--- src/rtl/mem2_stage.sv ---
// MEM2 pipeline stage: latches the MEM bundle, waits for the DCache load response,
// aligns/extends the load data and forms the write-back result for WB.
module mem2_stage (
  input  logic        clk,
  input  logic        rst,
  input  logic        MEM2_Flush,
  input  logic        MEM2_Wr,
  input  logic [31:0] MEM_PC,
  input  logic [31:0] MEM_Instr,
  input  logic [31:0] MEM_ALUOut,
  input  logic [31:0] MEM_OutB,
  input  logic [1:0]  MEM_WbSel,
  input  logic [4:0]  MEM_Dst,
  input  logic [3:0]  MEM_RegsWrType,
  input  logic [2:0]  MEM_LoadType,
  input  logic        MEM_LoadReq,
  input  logic        DCache_rvalid,
  input  logic [31:0] DCache_rdata,
  output logic [31:0] MEM2_PC,
  output logic [31:0] MEM2_Instr,
  output logic [31:0] MEM2_OutB,
  output logic [1:0]  MEM2_WbSel,
  output logic [4:0]  MEM2_Dst,
  output logic [3:0]  MEM2_RegsWrType,
  output logic [31:0] MEM2_DMOut,
  output logic [31:0] MEM2_Result,
  output logic        MEM2_LoadStall
);

  typedef enum logic [1:0] {
    S_IDLE  = 2'd0,
    S_WAIT  = 2'd1,
    S_HELD  = 2'd2,
    S_DRAIN = 2'd3
  } state_t;

  state_t      r_state, w_next;
  logic [31:0] r_pc, r_instr, r_aluout, r_outb, r_buf;
  logic [1:0]  r_wbsel;
  logic [4:0]  r_dst;
  logic [3:0]  r_rwt;
  logic [2:0]  r_ltype;
  logic        w_load;
  logic        w_capture;
  logic [1:0]  w_a;
  logic [31:0] w_dm;

  assign w_load = MEM2_Wr && !MEM2_Flush;

  always_ff @(posedge clk) begin
    if (rst || MEM2_Flush) begin
      r_pc     <= '0;
      r_instr  <= '0;
      r_aluout <= '0;
      r_outb   <= '0;
      r_wbsel  <= '0;
      r_dst    <= '0;
      r_rwt    <= '0;
      r_ltype  <= '0;
    end else if (MEM2_Wr) begin
      r_pc     <= MEM_PC;
      r_instr  <= MEM_Instr;
      r_aluout <= MEM_ALUOut;
      r_outb   <= MEM_OutB;
      r_wbsel  <= MEM_WbSel;
      r_dst    <= MEM_Dst;
      r_rwt    <= MEM_RegsWrType;
      r_ltype  <= MEM_LoadType;
    end
  end

  always_ff @(posedge clk) begin
    if (rst) begin
      r_state <= S_IDLE;
      r_buf   <= '0;
    end else begin
      r_state <= w_next;
      if (w_capture) r_buf <= DCache_rdata;
    end
  end

  // A flush in WAIT leaves the read in flight; DRAIN swallows its response.
  always_comb begin
    w_next    = r_state;
    w_capture = 1'b0;
    unique case (r_state)
      S_IDLE, S_HELD: begin
        if (w_load) w_next = MEM_LoadReq ? S_WAIT : S_IDLE;
      end
      S_WAIT: begin
        if (MEM2_Flush) begin
          w_next = DCache_rvalid ? S_IDLE : S_DRAIN;
        end else if (DCache_rvalid) begin
          w_capture = 1'b1;
          w_next    = S_HELD;
        end
      end
      S_DRAIN: begin
        if (DCache_rvalid) w_next = S_IDLE;
      end
      default: w_next = S_IDLE;
    endcase
  end

  assign MEM2_LoadStall = (r_state == S_WAIT) || (r_state == S_DRAIN);

  assign w_a = r_aluout[1:0];

  always_comb begin
    w_dm = r_buf;
    unique case (r_ltype)
      3'd0: w_dm = r_buf;
      3'd1: w_dm = {{24{r_buf[8*w_a+7]}}, r_buf[8*w_a +: 8]};
      3'd2: w_dm = {24'h0, r_buf[8*w_a +: 8]};
      3'd3: w_dm = w_a[1] ? {{16{r_buf[31]}}, r_buf[31:16]} : {{16{r_buf[15]}}, r_buf[15:0]};
      3'd4: w_dm = w_a[1] ? {16'h0, r_buf[31:16]} : {16'h0, r_buf[15:0]};
      3'd5: begin
        unique case (w_a)
          2'd0: w_dm = {r_buf[7:0],  r_outb[23:0]};
          2'd1: w_dm = {r_buf[15:0], r_outb[15:0]};
          2'd2: w_dm = {r_buf[23:0], r_outb[7:0]};
          2'd3: w_dm = r_buf;
          default: w_dm = r_buf;
        endcase
      end
      3'd6: begin
        unique case (w_a)
          2'd0: w_dm = r_buf;
          2'd1: w_dm = {r_outb[31:24], r_buf[31:8]};
          2'd2: w_dm = {r_outb[31:16], r_buf[31:16]};
          2'd3: w_dm = {r_outb[31:8],  r_buf[31:24]};
          default: w_dm = r_buf;
        endcase
      end
      default: w_dm = r_buf;
    endcase
  end

  always_comb begin
    MEM2_Result = r_pc + 32'd8;
    unique case (r_wbsel)
      2'd0: MEM2_Result = r_pc + 32'd8;
      2'd1: MEM2_Result = r_aluout;
      2'd2: MEM2_Result = r_outb;
      2'd3: MEM2_Result = w_dm;
      default: MEM2_Result = r_pc + 32'd8;
    endcase
  end

  assign MEM2_DMOut      = w_dm;
  assign MEM2_PC         = r_pc;
  assign MEM2_Instr      = r_instr;
  assign MEM2_OutB       = r_outb;
  assign MEM2_WbSel      = r_wbsel;
  assign MEM2_Dst        = r_dst;
  assign MEM2_RegsWrType = r_rwt;

endmodule
--- config.mk ---
export PLATFORM = sky130hd
export DESIGN_NAME = mem2_stage
export DESIGN_NICKNAME = d
export VERILOG_FILES = /design/src/rtl/mem2_stage.sv
export SDC_FILE = /design/constraint.sdc
export NUM_CORES = 1
export LEC_CHECK = 0
export ABC_AREA = 1
export BUFFER_PORTS_ARGS = -buffer_cell sky130_fd_sc_hd__clkbuf_2
export CAP_MARGIN = 10
export CORE_ASPECT_RATIO = 1.2
export CORE_MARGIN = 2
export CORE_UTILIZATION = 46
export CTS_CLUSTER_SIZE = 40
export DETAILED_ROUTE_END_ITERATION = 16
export PLACE_DENSITY = 0.77
export SLEW_MARGIN = 20
export SYNTH_ARGS = -nofsm -noshare
export SYNTH_HDL_FRONTEND = slang
export SYNTH_SLANG_ARGS = --single-unit
--- constraint.sdc ---
create_clock -name clk -period 1.7 [get_ports clk]
set_clock_uncertainty 0.2 [all_clocks]
set_input_delay 0.085 -clock clk [delete_from_list [all_inputs] [get_ports clk]]
set_output_delay 0.085 -clock clk [all_outputs]
set_load 0.02 [all_outputs]
==> results.cfg, run 1 <==
[placed_design]
dp_hpwl_um = 40250
portBuffers = 351
finalWeightedCongestion = 1.043

[clock_network]
cts.sinks = 176
htreeDepth = 4
cts_root_buf = clkbuf_16
cts_made_buffers = 17
ctsLongestPathBuffers = 2

[synthesis]
yosysSeqAreaShare_pct = 34.82
synth_nets = 1824
ys_ff_latch = 176
yosysUniqueCellTypes = 36
synth_cells = 1643
post_synth_instance_area_mm2 = 0.01012
yosysWarnings = 0
syn_area_per_cell_um2 = 6.159

[outcome]
haltStage = global routing (5_1_grt)
error_line = [ERROR GRT-0232] Routing congestion too high. Check the congestion heatmap in the GUI.
status = aborted with a tool error

[timing]
endpoint_type = output port
crit_endpoint = MEM2_Result[10]

[floorplan]
boundaryPins = 352
initial_core_util_pct = 46.79
die_y_um = 166.5
core.rowCount = 59
die_width_um = 139.4

[global_routing]
grt_start_max_net_pins = 135
grt_usage_pct = 80.78
overflow = 51
## through the flow
step | util, % | instances | setup WS (ns) | area [um2]
4_1_cts | 83.85 | 2722 | -0.7661 | 18140
3_5_place_dp | 67.44 | 2470 | -0.4405 | 14590
3_3_place_gp | 67.44 | 2470 | -0.4418 | 14590
2_1_floorplan | - | 1643 | -0.09640 | 10500
## cell usage after synthesis (all sizes together)
master | number | area, um2
nand4 | 18 | 112.6
and2 | 14 | 87.58
a21oi | 170 | 850.8
o21ai | 35 | 175.2
nand3b | 12 | 90.09
a211oi | 62 | 465.5
xor2 | 9 | 78.83
xnor2 | 1 | 8.760
nor4 | 1 | 6.260
nand3 | 104 | 525.5
or2 | 4 | 25.02
dfxtp | 176 | 3523
a22o | 7 | 61.31
o2111ai | 1 | 8.760
nor3b | 1 | 7.510
clkbuf | 68 | 255.2
o311ai | 1 | 8.760
inv | 101 | 379.1
a21boi | 15 | 112.6
nor2 | 176 | 670.7
a221oi | 10 | 87.58
nor3 | 11 | 55.05
ha | 1 | 12.51
nand2 | 604 | 2275
buf | 34 | 183.9
o211ai | 7 | 52.55
## per-layer routing
metal | GRT overflow | track usage (%)
met5 | 1 | 32.84
met4 | 26 | 82.65
met3 | 1 | 67.02
met2 | 23 | 95.95
met1 | 0 | 79.91
## logic make-up after synthesis
logic type | synth area share, %
and+or+nand+nor | 38.09
AOI/OAI and AO/OA | 18.01
buffers and inverters | 8.086
DFF | 34.82
xor gates and xnor gates | 0.8655
adders and majority gates | 0.1236
## timing repair
action / 4_1_cts
hold buffers: 205
buffers inserted: 12
pin swaps: 33
resized for setup: 207
hold endpoints to repair: 176
endpoints found under the setup margin: 65
gates cloned: 3
==> run 2: changes to the inputs <==
--- a/config.mk
+++ b/config.mk
@@ -8,12 +8,10 @@
 export ABC_AREA = 1
 export BUFFER_PORTS_ARGS = -buffer_cell sky130_fd_sc_hd__clkbuf_2
 export CAP_MARGIN = 10
-export CORE_ASPECT_RATIO = 1.2
 export CORE_MARGIN = 2
-export CORE_UTILIZATION = 46
-export CTS_CLUSTER_SIZE = 40
+export CORE_UTILIZATION = 35
 export DETAILED_ROUTE_END_ITERATION = 16
-export PLACE_DENSITY = 0.77
+export PLACE_DENSITY_LB_ADDON = 0.15
 export SLEW_MARGIN = 20
 export SYNTH_ARGS = -nofsm -noshare
 export SYNTH_HDL_FRONTEND = slang
==> constraint.sdc (replaced) <==
create_clock -name clk -period 2.21 [get_ports clk]
set_clock_uncertainty 0.2 [all_clocks]
set_input_delay 0.1105 -clock clk [delete_from_list [all_inputs] [get_ports clk]]
set_output_delay 0.1105 -clock clk [all_outputs]
set_load 0.02 [all_outputs]
==> results.cfg, run 2 <==
[finish]
design_area_mm2 = 0.01794
layout_common_cells = nand2_1, clkbuf_2, dlygate4sd3_1
layout_commonest_cell = nand2_1
syn2layout_area_growth_pct = 77.32
final_layout_size_suffix_gt1_share_pct = 35.62
n_fill_cell = 2605
num_antenna_cells = 0
fin_nets = 2487

[timing]
period_share_pct = 113.8
hold_viol = 1
max_slew_margin_pct = 56.82
setup_tns_ns = -12.75
worst_slew_pin_slew_ns = 0.6395
whs_ns = -0.002473
setup_viol = 64
finalCriticalPeriod_ns = 2.516
fmax_mhz = 397.5
slew_viol_final = 0
grt_setup_unrepaired = yes
fin_ws_ns = -0.3057

[min_path]
min_from = MEM2_Wr
min_path_type = in -> reg
hold_depth = 4

[synthesis]
synth_top_cell_area_share_pct = 34.82
ys_top_cells_by_area = dfxtp_1, nand2_1, a21oi_1
synth_edf_count = 0
yosysSeqAreaShare_pct = 34.82
yosysWarnings = 0
yosysUniqueCellTypes = 36
ys_async_sr_fraction_pct = 0
ys_ff_latch = 176
yosys.area.top_type = dfxtp_1
post_synth_instance_area_mm2 = 0.01012
syn_area_per_cell_um2 = 6.159
synth_nets = 1824
synthMostInstantiatedCell = nand2_1
synthFlopType = dfxtp_1
synth_cells = 1643
synth.top_cells.by_count = nand2_1, dfxtp_1, nor2_1

[floorplan]
die_width_um = 174.0
boundaryPins = 352
die-area_mm2 = 0.03029
core_mm2 = 0.02863
die_y_um = 174.0
initial_core_util_pct = 35.35
core.rowCount = 62

[global_routing]
grt_start_max_net_pins = 114
first_global_vias = 13820
grt_usage_pct = 34.24
overflow = 0
antenna_found_initial = 0
grt_pass1_wl_um = 79680

[clock_network]
ctsLongestPathBuffers = 2
cts_root_buf = clkbuf_16
cts.sinks = 176
htreeDepth = 4
tritoncts = built
insertion_delay_ns = 0.45
cts_made_buffers = 17
clk_pin_slew_ns = 0.08

[placed_design]
dp_hpwl_um = 38790
portBuffers = 351
finalWeightedCongestion = 0.9765
post_dp_cell_area_mm2 = 0.01330

[worst_setup_path]
ff2ff_setup_slack_ns = 0.34
crit_start = r_aluout[0]$_SDFFE_PP0P_
path_max_fanout = 8
cp-end-kind = primary output
r2r.worst_path.cells = 6
crit_arrival_ns = 2.21
worst_setup_path_start_kind = register
worstReg2RegEnd = r_buf[6]$_SDFFE_PP0P_
timing.rr.start = r_state[0]$_SDFFE_PP0P_
cp.required_ns = 1.90
criticalPathCategory = reg -> out
cp-endpoint = MEM2_Result[30]

[outcome]
violations = negative hold slack, negative setup slack
status = complete, but fails checks

[job]
cap_violations = 0

[detailed_routing]
drt_iter0_drc = 1165
via_per_inst = 5.218
ant_nets = 0
dr.pass1.iters = 6
finalWirelength_um = 53200
wl_per_cell_um = 19.68
remaining_drc_errors = 0
vias = 14100

[power]
p_leak_uw = 0.007991
peakVddDrop_v = 0.0005060
power_density_mw_per_mm2 = 503.4
[run 2: cell counts after synthesis]
No cell type changed its count.
[run 2: stage by stage]
stage	utilization [%]	hold slack [ns]	total power (uW)	cells	setup slack [ns]
2_1_floorplan	-	0.05095	4330	1643	0.03008
3_3_place_gp	46.46	0.1393	5150	2432	-0.02317
3_5_place_dp	46.46	0.1499	5156	2432	-0.05151
4_1_cts	60.35	0.005711	8905	2698	-0.2829
5_1_grt	62.69	0.02798	9353	2703	-0.3752
6_report	62.69	-0.002473	9034	2703	-0.3057
[run 2: worst min-delay path by stage]
stage | endpoint | slack, ns
after global routing | MEM2_OutB[9]$_SDFFE_PP0P_ | 0.03
after CTS | r_state[0]$_SDFFE_PP0P_ | 0.006
after detailed placement | MEM2_PC[21]$_SDFFE_PP0P_ | 0.15
after global placement | MEM2_Instr[9]$_SDFFE_PP0P_ | 0.14
final | MEM2_PC[1]$_SDFFE_PP0P_ | -0.002
after floorplan | MEM2_Instr[9]$_SDFFE_PP0P_ | 0.05
[run 2: repair_timing]
action	4_1_cts	5_1_grt
endpoints found under the hold margin	176	0
setup buffers	27	8
resized for setup	302	226
endpoints found under the setup margin	64	64
cloned	3	0
hold buffers	205	0
pin swaps	47	78
[run 2: final cells by class]
| cell class | count | area, um2 | area share [%] |
|---|---|---|---|
| tap | 384 | 480.5 | 2.677 |
| clock inverter | 14 | 176.4 | 0.9831 |
| inverter | 101 | 421.7 | 2.350 |
| sequential | 176 | 3573 | 19.91 |
| timing repair buffer | 746 | 6038 | 33.65 |
| multi-input combinational | 1264 | 6825 | 38.04 |
| clock buffer | 18 | 429.2 | 2.392 |
[run 2: report_power, final]
part           switching (uW)  internal, uW
Sequential                132          3280
Clock                    1510          1710
Combinational            1310          1100
[run 2: critical path: stages (launching register included)]
cell,delay (ns)
dfxtp_4,0.43
buf_8,0.16
nor2_4,0.05
buf_4,0.15
a21oi_2,0.15
nand2_2,0.11
buf_6,0.13
a21oi_4,0.14
nand2_2,0.07
nand3_2,0.06
nand3b_1,0.11
clkbuf_8,0.17
[run 2: kinds of logic (layout without fill, tap and decap cells)]
group	count (synthesis)	in the layout	share of synthesized area, %
and+or+nand+nor	945	945	38.09
xor gates and xnor gates	10	10	0.8655
buffers and inverters	203	879	8.086
AOI/OAI and AO/OA	308	308	18.01
DFF	176	176	34.82
adders and majority gates	1	1	0.1236
[run 2: routing by layer]
| layer | track usage [%] | wire length [um] |
|---|---|---|
| met3 | 5.949 | 3470 |
| met1 | 42.46 | 22000 |
| met2 | 58.13 | 25430 |
| met4 | 15.30 | 2298 |
| met5 | 0 | 0 |
Power figures use the tool's default switching activity.
